--- src/rtl/pipe_ctrl_pkg.sv ---
// Shared definitions for the pipeline stall/flush controller and its helpers.
// Latency: n/a (types and constants only).
// Backpressure: n/a.
// Contents: controller state encoding, default register-address width, zero-register index.
package pipe_ctrl_pkg;

  typedef enum logic [1:0] {
    RUN      = 2'd0,
    MEM_WAIT = 2'd1,
    ERROR    = 2'd2
  } ctrlState_e;

  localparam int DEFAULT_REG_W = 5;

  // Writes to register 0 are discarded, so a load targeting it never creates a hazard.
  localparam int unsigned ZERO_REG = 0;

endpackage

--- src/rtl/hazard_detect.sv ---
// Load-use hazard comparator between the instruction in EX and the one in ID.
// Latency: purely combinational, 0 cycles.
// Backpressure: none; the result is consumed by the stall controller or the forwarding unit.
// Ports: id_rs/id_rt/id_uses_rt describe the ID reads, ex_rd/ex_mem_read the EX load;
//        loadUse is high when ID needs a value the EX load has not fetched yet.
module hazard_detect
  import pipe_ctrl_pkg::*;
#(
  parameter int REG_W = DEFAULT_REG_W
) (
  input  logic [REG_W-1:0] id_rs,
  input  logic [REG_W-1:0] id_rt,
  input  logic             id_uses_rt,
  input  logic [REG_W-1:0] ex_rd,
  input  logic             ex_mem_read,
  output logic             loadUse
);

  logic rsHit;
  logic rtHit;

  assign rsHit   = (ex_rd == id_rs);
  // rt only matters when the ID instruction actually reads it (e.g. not for immediates).
  assign rtHit   = id_uses_rt & (ex_rd == id_rt);
  assign loadUse = ex_mem_read & (ex_rd != REG_W'(ZERO_REG)) & (rsHit | rtHit);

endmodule

--- src/rtl/pipeline_hazard_ctrl.sv ---
// Central stall/flush controller for the five-stage pipeline (load-use, taken branch, slow memory).
// Latency: outputs are combinational from registered state and current inputs; same-cycle effect.
// Backpressure: mem_req/mem_ready freezes every stage until ready; a long wait latches an error.
// Ports: clk/rst; ID/EX register fields and flags; branch_taken; mem_req/mem_ready handshake;
//        stage enables, ifid_flush, idex_bubble, sticky mem_timeout_err, saturating stall_cnt.
module pipeline_hazard_ctrl
  import pipe_ctrl_pkg::*;
#(
  parameter int REG_W       = DEFAULT_REG_W,
  parameter int MEM_TIMEOUT = 15,
  parameter int CNT_W       = 16
) (
  input  logic             clk,
  input  logic             rst,
  input  logic [REG_W-1:0] id_rs,
  input  logic [REG_W-1:0] id_rt,
  input  logic             id_uses_rt,
  input  logic [REG_W-1:0] ex_rd,
  input  logic             ex_mem_read,
  input  logic             branch_taken,
  input  logic             mem_req,
  input  logic             mem_ready,
  output logic             pc_en,
  output logic             ifid_en,
  output logic             ifid_flush,
  output logic             idex_en,
  output logic             idex_bubble,
  output logic             exmem_en,
  output logic             mem_timeout_err,
  output logic [CNT_W-1:0] stall_cnt
);

  localparam int WAIT_W = $clog2(MEM_TIMEOUT + 1);

  ctrlState_e        state, nextState;
  logic [WAIT_W-1:0] waitCnt, waitCntNext;
  logic              branchPend, branchPendNext;
  logic              loadUse;
  logic              memStall;

  hazard_detect #(.REG_W(REG_W)) uHazard (
    .id_rs       (id_rs),
    .id_rt       (id_rt),
    .id_uses_rt  (id_uses_rt),
    .ex_rd       (ex_rd),
    .ex_mem_read (ex_mem_read),
    .loadUse     (loadUse)
  );

  assign memStall = mem_req & ~mem_ready;

  always_comb begin
    nextState      = state;
    waitCntNext    = waitCnt;
    branchPendNext = branchPend;
    pc_en          = 1'b1;
    ifid_en        = 1'b1;
    idex_en        = 1'b1;
    exmem_en       = 1'b1;
    ifid_flush     = 1'b0;
    idex_bubble    = 1'b0;

    unique case (state)
      RUN: begin
        if (memStall) begin
          pc_en          = 1'b0;
          ifid_en        = 1'b0;
          idex_en        = 1'b0;
          exmem_en       = 1'b0;
          // A branch resolved while frozen must still squash once the pipe moves.
          branchPendNext = branch_taken;
          nextState      = MEM_WAIT;
          waitCntNext    = WAIT_W'(1);
        end else if (branch_taken) begin
          // Squashing the wrong-path instructions also removes any load-use consumer.
          ifid_flush  = 1'b1;
          idex_bubble = 1'b1;
        end else if (loadUse) begin
          pc_en       = 1'b0;
          ifid_en     = 1'b0;
          idex_bubble = 1'b1;
        end
      end

      MEM_WAIT: begin
        if (!mem_ready) begin
          pc_en    = 1'b0;
          ifid_en  = 1'b0;
          idex_en  = 1'b0;
          exmem_en = 1'b0;
          if (branch_taken) begin
            branchPendNext = 1'b1;
          end
          // waitCnt already includes the entry cycle, so this is the last allowed miss.
          if (waitCnt >= WAIT_W'(MEM_TIMEOUT - 1)) begin
            nextState = ERROR;
          end else begin
            waitCntNext = waitCnt + WAIT_W'(1);
          end
        end else begin
          if (branchPend || branch_taken) begin
            ifid_flush  = 1'b1;
            idex_bubble = 1'b1;
          end else if (loadUse) begin
            pc_en       = 1'b0;
            ifid_en     = 1'b0;
            idex_bubble = 1'b1;
          end
          branchPendNext = 1'b0;
          waitCntNext    = '0;
          nextState      = RUN;
        end
      end

      ERROR: begin
        pc_en    = 1'b0;
        ifid_en  = 1'b0;
        idex_en  = 1'b0;
        exmem_en = 1'b0;
      end

      default: begin
        nextState = RUN;
      end
    endcase

    // Hold the whole pipe with NOPs injected while reset is asserted.
    if (rst) begin
      pc_en       = 1'b0;
      ifid_en     = 1'b0;
      idex_en     = 1'b0;
      exmem_en    = 1'b0;
      ifid_flush  = 1'b1;
      idex_bubble = 1'b1;
    end
  end

  assign mem_timeout_err = (state == ERROR);

  always_ff @(posedge clk or posedge rst) begin
    if (rst) begin
      state      <= RUN;
      waitCnt    <= '0;
      branchPend <= 1'b0;
    end else begin
      state      <= nextState;
      waitCnt    <= waitCntNext;
      branchPend <= branchPendNext;
    end
  end

  always_ff @(posedge clk or posedge rst) begin
    if (rst) begin
      stall_cnt <= '0;
    end else if (!pc_en && (stall_cnt != '1)) begin
      stall_cnt <= stall_cnt + CNT_W'(1);
    end
  end

endmodule

--- config.mk ---
export PLATFORM = sky130hd
export DESIGN_NAME = pipeline_hazard_ctrl
export DESIGN_NICKNAME = d
export VERILOG_FILES = /design/src/rtl/pipe_ctrl_pkg.sv /design/src/rtl/hazard_detect.sv /design/src/rtl/pipeline_hazard_ctrl.sv
export SDC_FILE = /design/constraint.sdc
export NUM_CORES = 1
export LEC_CHECK = 0
export CAP_MARGIN = 20
export CORE_ASPECT_RATIO = 0.6
export CORE_MARGIN = 1.5
export CORE_UTILIZATION = 40
export DETAILED_ROUTE_END_ITERATION = 16
export GPL_TIMING_DRIVEN = 0
export HOLD_SLACK_MARGIN = 0.12
export PLACE_DENSITY = 0.72
export REMOVE_ABC_BUFFERS = 1
export SETUP_SLACK_MARGIN = 0.4
export SYNTH_ARGS = -nofsm -noshare
export SYNTH_HDL_FRONTEND = slang
export SYNTH_HIERARCHICAL = 1
export SYNTH_SLANG_ARGS = --single-unit
--- constraint.sdc ---
create_clock -name clk -period 1.95 [get_ports clk]
set_input_delay 0.2925 -clock clk [delete_from_list [all_inputs] [get_ports clk]]
set_output_delay 0.2925 -clock clk [all_outputs]
set_load 0.05 [all_outputs]
==> metrics <==
status=finished with violations; failing checks=negative setup slack; Peak VDD IR=1.062 mV; Mapped Cells=150; post-synth cell types=47; Setup Skew=~6.5 ps; r2r startpoint=stall_cnt[7]; maxcap violations=0; Clock Latency Late Sink=roughly 270 ps; Placed Instance Area=about 2000 µm²; RSZ-0062 raised after global routing=yes; total congestion overflow=0; Worst Hold Margin=267.4 ps; core box area=between 3000 and 4000 µm²; deepest clock path buffer count=2; Die Y=50.93 µm; crit path launch type=input port; All-Layer GR Usage=20.62%; pin count of the biggest net entering global routing=13; Final Hold Fails=0; Crit path max-delay family=simple AND/OR/NAND/NOR gates; Largest stage delay, worst path=320 ps; cell taking the most area after synthesis=dfrtp_1; die footprint=4221 µm²; fmax=433.3 MHz; met3 Track Usage GR=3.716%; worst min-delay path class=in2async; final core utilization=71.37%; Final Cycle Share=118.4%; Worst-path clk slew=90 ps; IO Port Bufs=44; worst-path cell chain=buf_6, xor2_1, nor4_2, nand3_1, a21oi_2, nand2b_4, o211ai_2, a31oi_4, buf_12, nor4b_4, mux2_4; sequential element share of the synthesized area=between 30 and 40%; Relative slew margins=62.91%; filler cell count=258; WL final=4841 µm; Tightest Pin Transition=553.4 ps; layout cells sized above 1=50.67%; average size of a mapped cell=10.21 µm²; Buf+Inv Stages, Crit Path=2; WS Path Type=in2reg; global route hottest layer=met2; IO Pins=45; Area growth syn-to-layout=70.51%; reg2reg setup slack=20 ps; clock sink count=23; CTS H-tree lvls=1; met1 Usage GRT=28.08%; Tmin final=approximately 2300 ps; CP arrival=between 2000 and 2500 ps; Routed Antenna Nets=0; first-pass GRT wire length=6865 µm; GP Congestion=0.7611; setup violators final=19; Post-synth EDFFs=0; clock root buffer=clkbuf_8; vias in the first global route=1,351; top post-synthesis cells by count=dfrtp_1, xor2_1, nor2_1, nand2_1, nor3_1; cell area after synthesis=1531 µm²; crit end category=register; Initial Utilization=41.86%; setup TNS=-4844 ps; vias=1,464; post-synthesis register bit count=23; initial antenna violation count=0; die width=82.88 µm; mean routed wirelength per cell=17.93 µm; total iterations of the first detailed-routing run=4; residual DRC count=0; Final #Nets=249; vias per cell=5.422; leading post-synthesis cells by cell area=dfrtp_1, xor2_1, mux2_2, nor3_1, ha_1; total CTS buffers=3; crit path launch=id_rt[2]; footprint of the multi-input gates=1161 µm²; Reg area=578.1 µm²; M2 GR Usage=34.96%; Yosys Warn Count=6; Hold Buf Count CTS=0; Placement Rows=17; most numerous cell in the Yosys netlist=dfrtp_1; Setup WS pre-CTS=-1568 ps; Pwr per Cell Area=972.6 nW/µm²; Leak=1.163 nW; # diodes=0; FFs w/ async S/R, synth=100.0%; Slew Limit Fails=0; final worst slack=-357.8 ps; commonest register cell after synthesis=dfrtp_1; DR iter-0 viols=between 80 and 90; Finished Cell Area=2611 µm²; Required @ worst endpoint=2110 ps; Synth top area share=37.58%; DP Wirelength=2700 µm; peak fanout along the critical path=5; TritonCTS clock tree=yes; CP max stage cell=nor4_2
path summary, 6_finish.rpt:
| path | end | cells past startpoint |
|---|---|---|
| setup / recovery | stall_cnt[15] | 11 |
| hold / removal | waitCnt[3] | 3 |
| setup reg to reg | stall_cnt[4] | 5 |
| hold reg to reg | stall_cnt[10] | 1 |
| max in group asynchronous | stall_cnt[12] | 2 |
| min in group clk | stall_cnt[10] | 1 |
registers in the layout (all words and copies together), names as in the netlist:
name,count
stall_cnt,16
waitCnt,4
state,2
branchPend,1
logic make-up (layout without fill, tap and decap cells):
group	Yosys count	count (layout)	synth area share, %
DFF	23	23	37.58
muxes	6	6	4.411
and+or+nand+nor	63	63	27.70
xor gates and xnor gates	22	22	12.58
adders and majority gates	3	3	2.451
buffers and inverters	11	84	3.839
AOI/OAI and AO/OA	22	22	11.44
timing repair:
| item | 4_1_cts | 5_1_grt |
|---|---|---|
| buffers inserted | 15 | 14 |
| pin swaps | 30 | 15 |
| gates cloned | 2 | 0 |
| gates resized for setup | 146 | 69 |
| setup endpoints to repair | 43 | 36 |
report_power, final:
part	total [mW]	leakage, nW	internal [mW]	switching, mW
Sequential	0.778	0.291	0.604	0.174
Clock	0.304	0.0228	0.146	0.158
Combinational	1.46	0.849	0.622	0.836
Total	2.54	1.16	1.37	1.17
worst register-to-register path, cell delays in order (launching register included):
cell and delay (ps):
dfrtp_1 480, and4_1 280, nand2_2 240, nor2_1 510, a211oi_4 130, xor2_1 180
layer usage:
| layer | wire, µm | vias up |
|---|---|---|
| li1 | - | 680 |
| met4 | 78 | 0 |
| met5 | 0 | - |
| met1 | 2171 | 738 |
| met3 | 181 | 8 |
| met2 | 2409 | 38 |
metrics by stage:
step	std cells	power [mW]
2_1_floorplan	144	1.480
3_3_place_gp	235	1.817
3_5_place_dp	235	1.858
4_1_cts	256	2.304
5_1_grt	270	2.656
6_report	270	2.540
cell usage in the layout (no fill, tap or decap), types with 3 or more instances in the layout:
master / instances
clkbuf_8: 3
clkbuf_2: 7
nor3_1: 3
a21oi_1: 4
buf_12: 5
clkdlybuf4s15_1: 7
xor2_1: 17
nand2_1: 8
o21ai_1: 3
clkdlybuf4s15_2: 4
buf_4: 20
nor2_4: 3
nor3_4: 3
dfrtp_1: 21
nor3_2: 4
mux2_4: 5
xnor2_1: 3
nand2b_1: 3
buf_6: 13
nand3_1: 7
nor4b_4: 3
nor2_1: 6
dlygate4sd2_1: 9
clkdlybuf4s50_1: 3
cell type report:
cell class                 count  share of cell area [%]
inverter                       5                   1.054
sequential                    23                   22.14
timing repair inverter         1                  0.1917
multi-input combinational    116                   44.47
timing repair buffer          74                   28.17
tap                           47                   2.252
clock buffer                   4                   1.725
(Power assumes the default switching activity.)
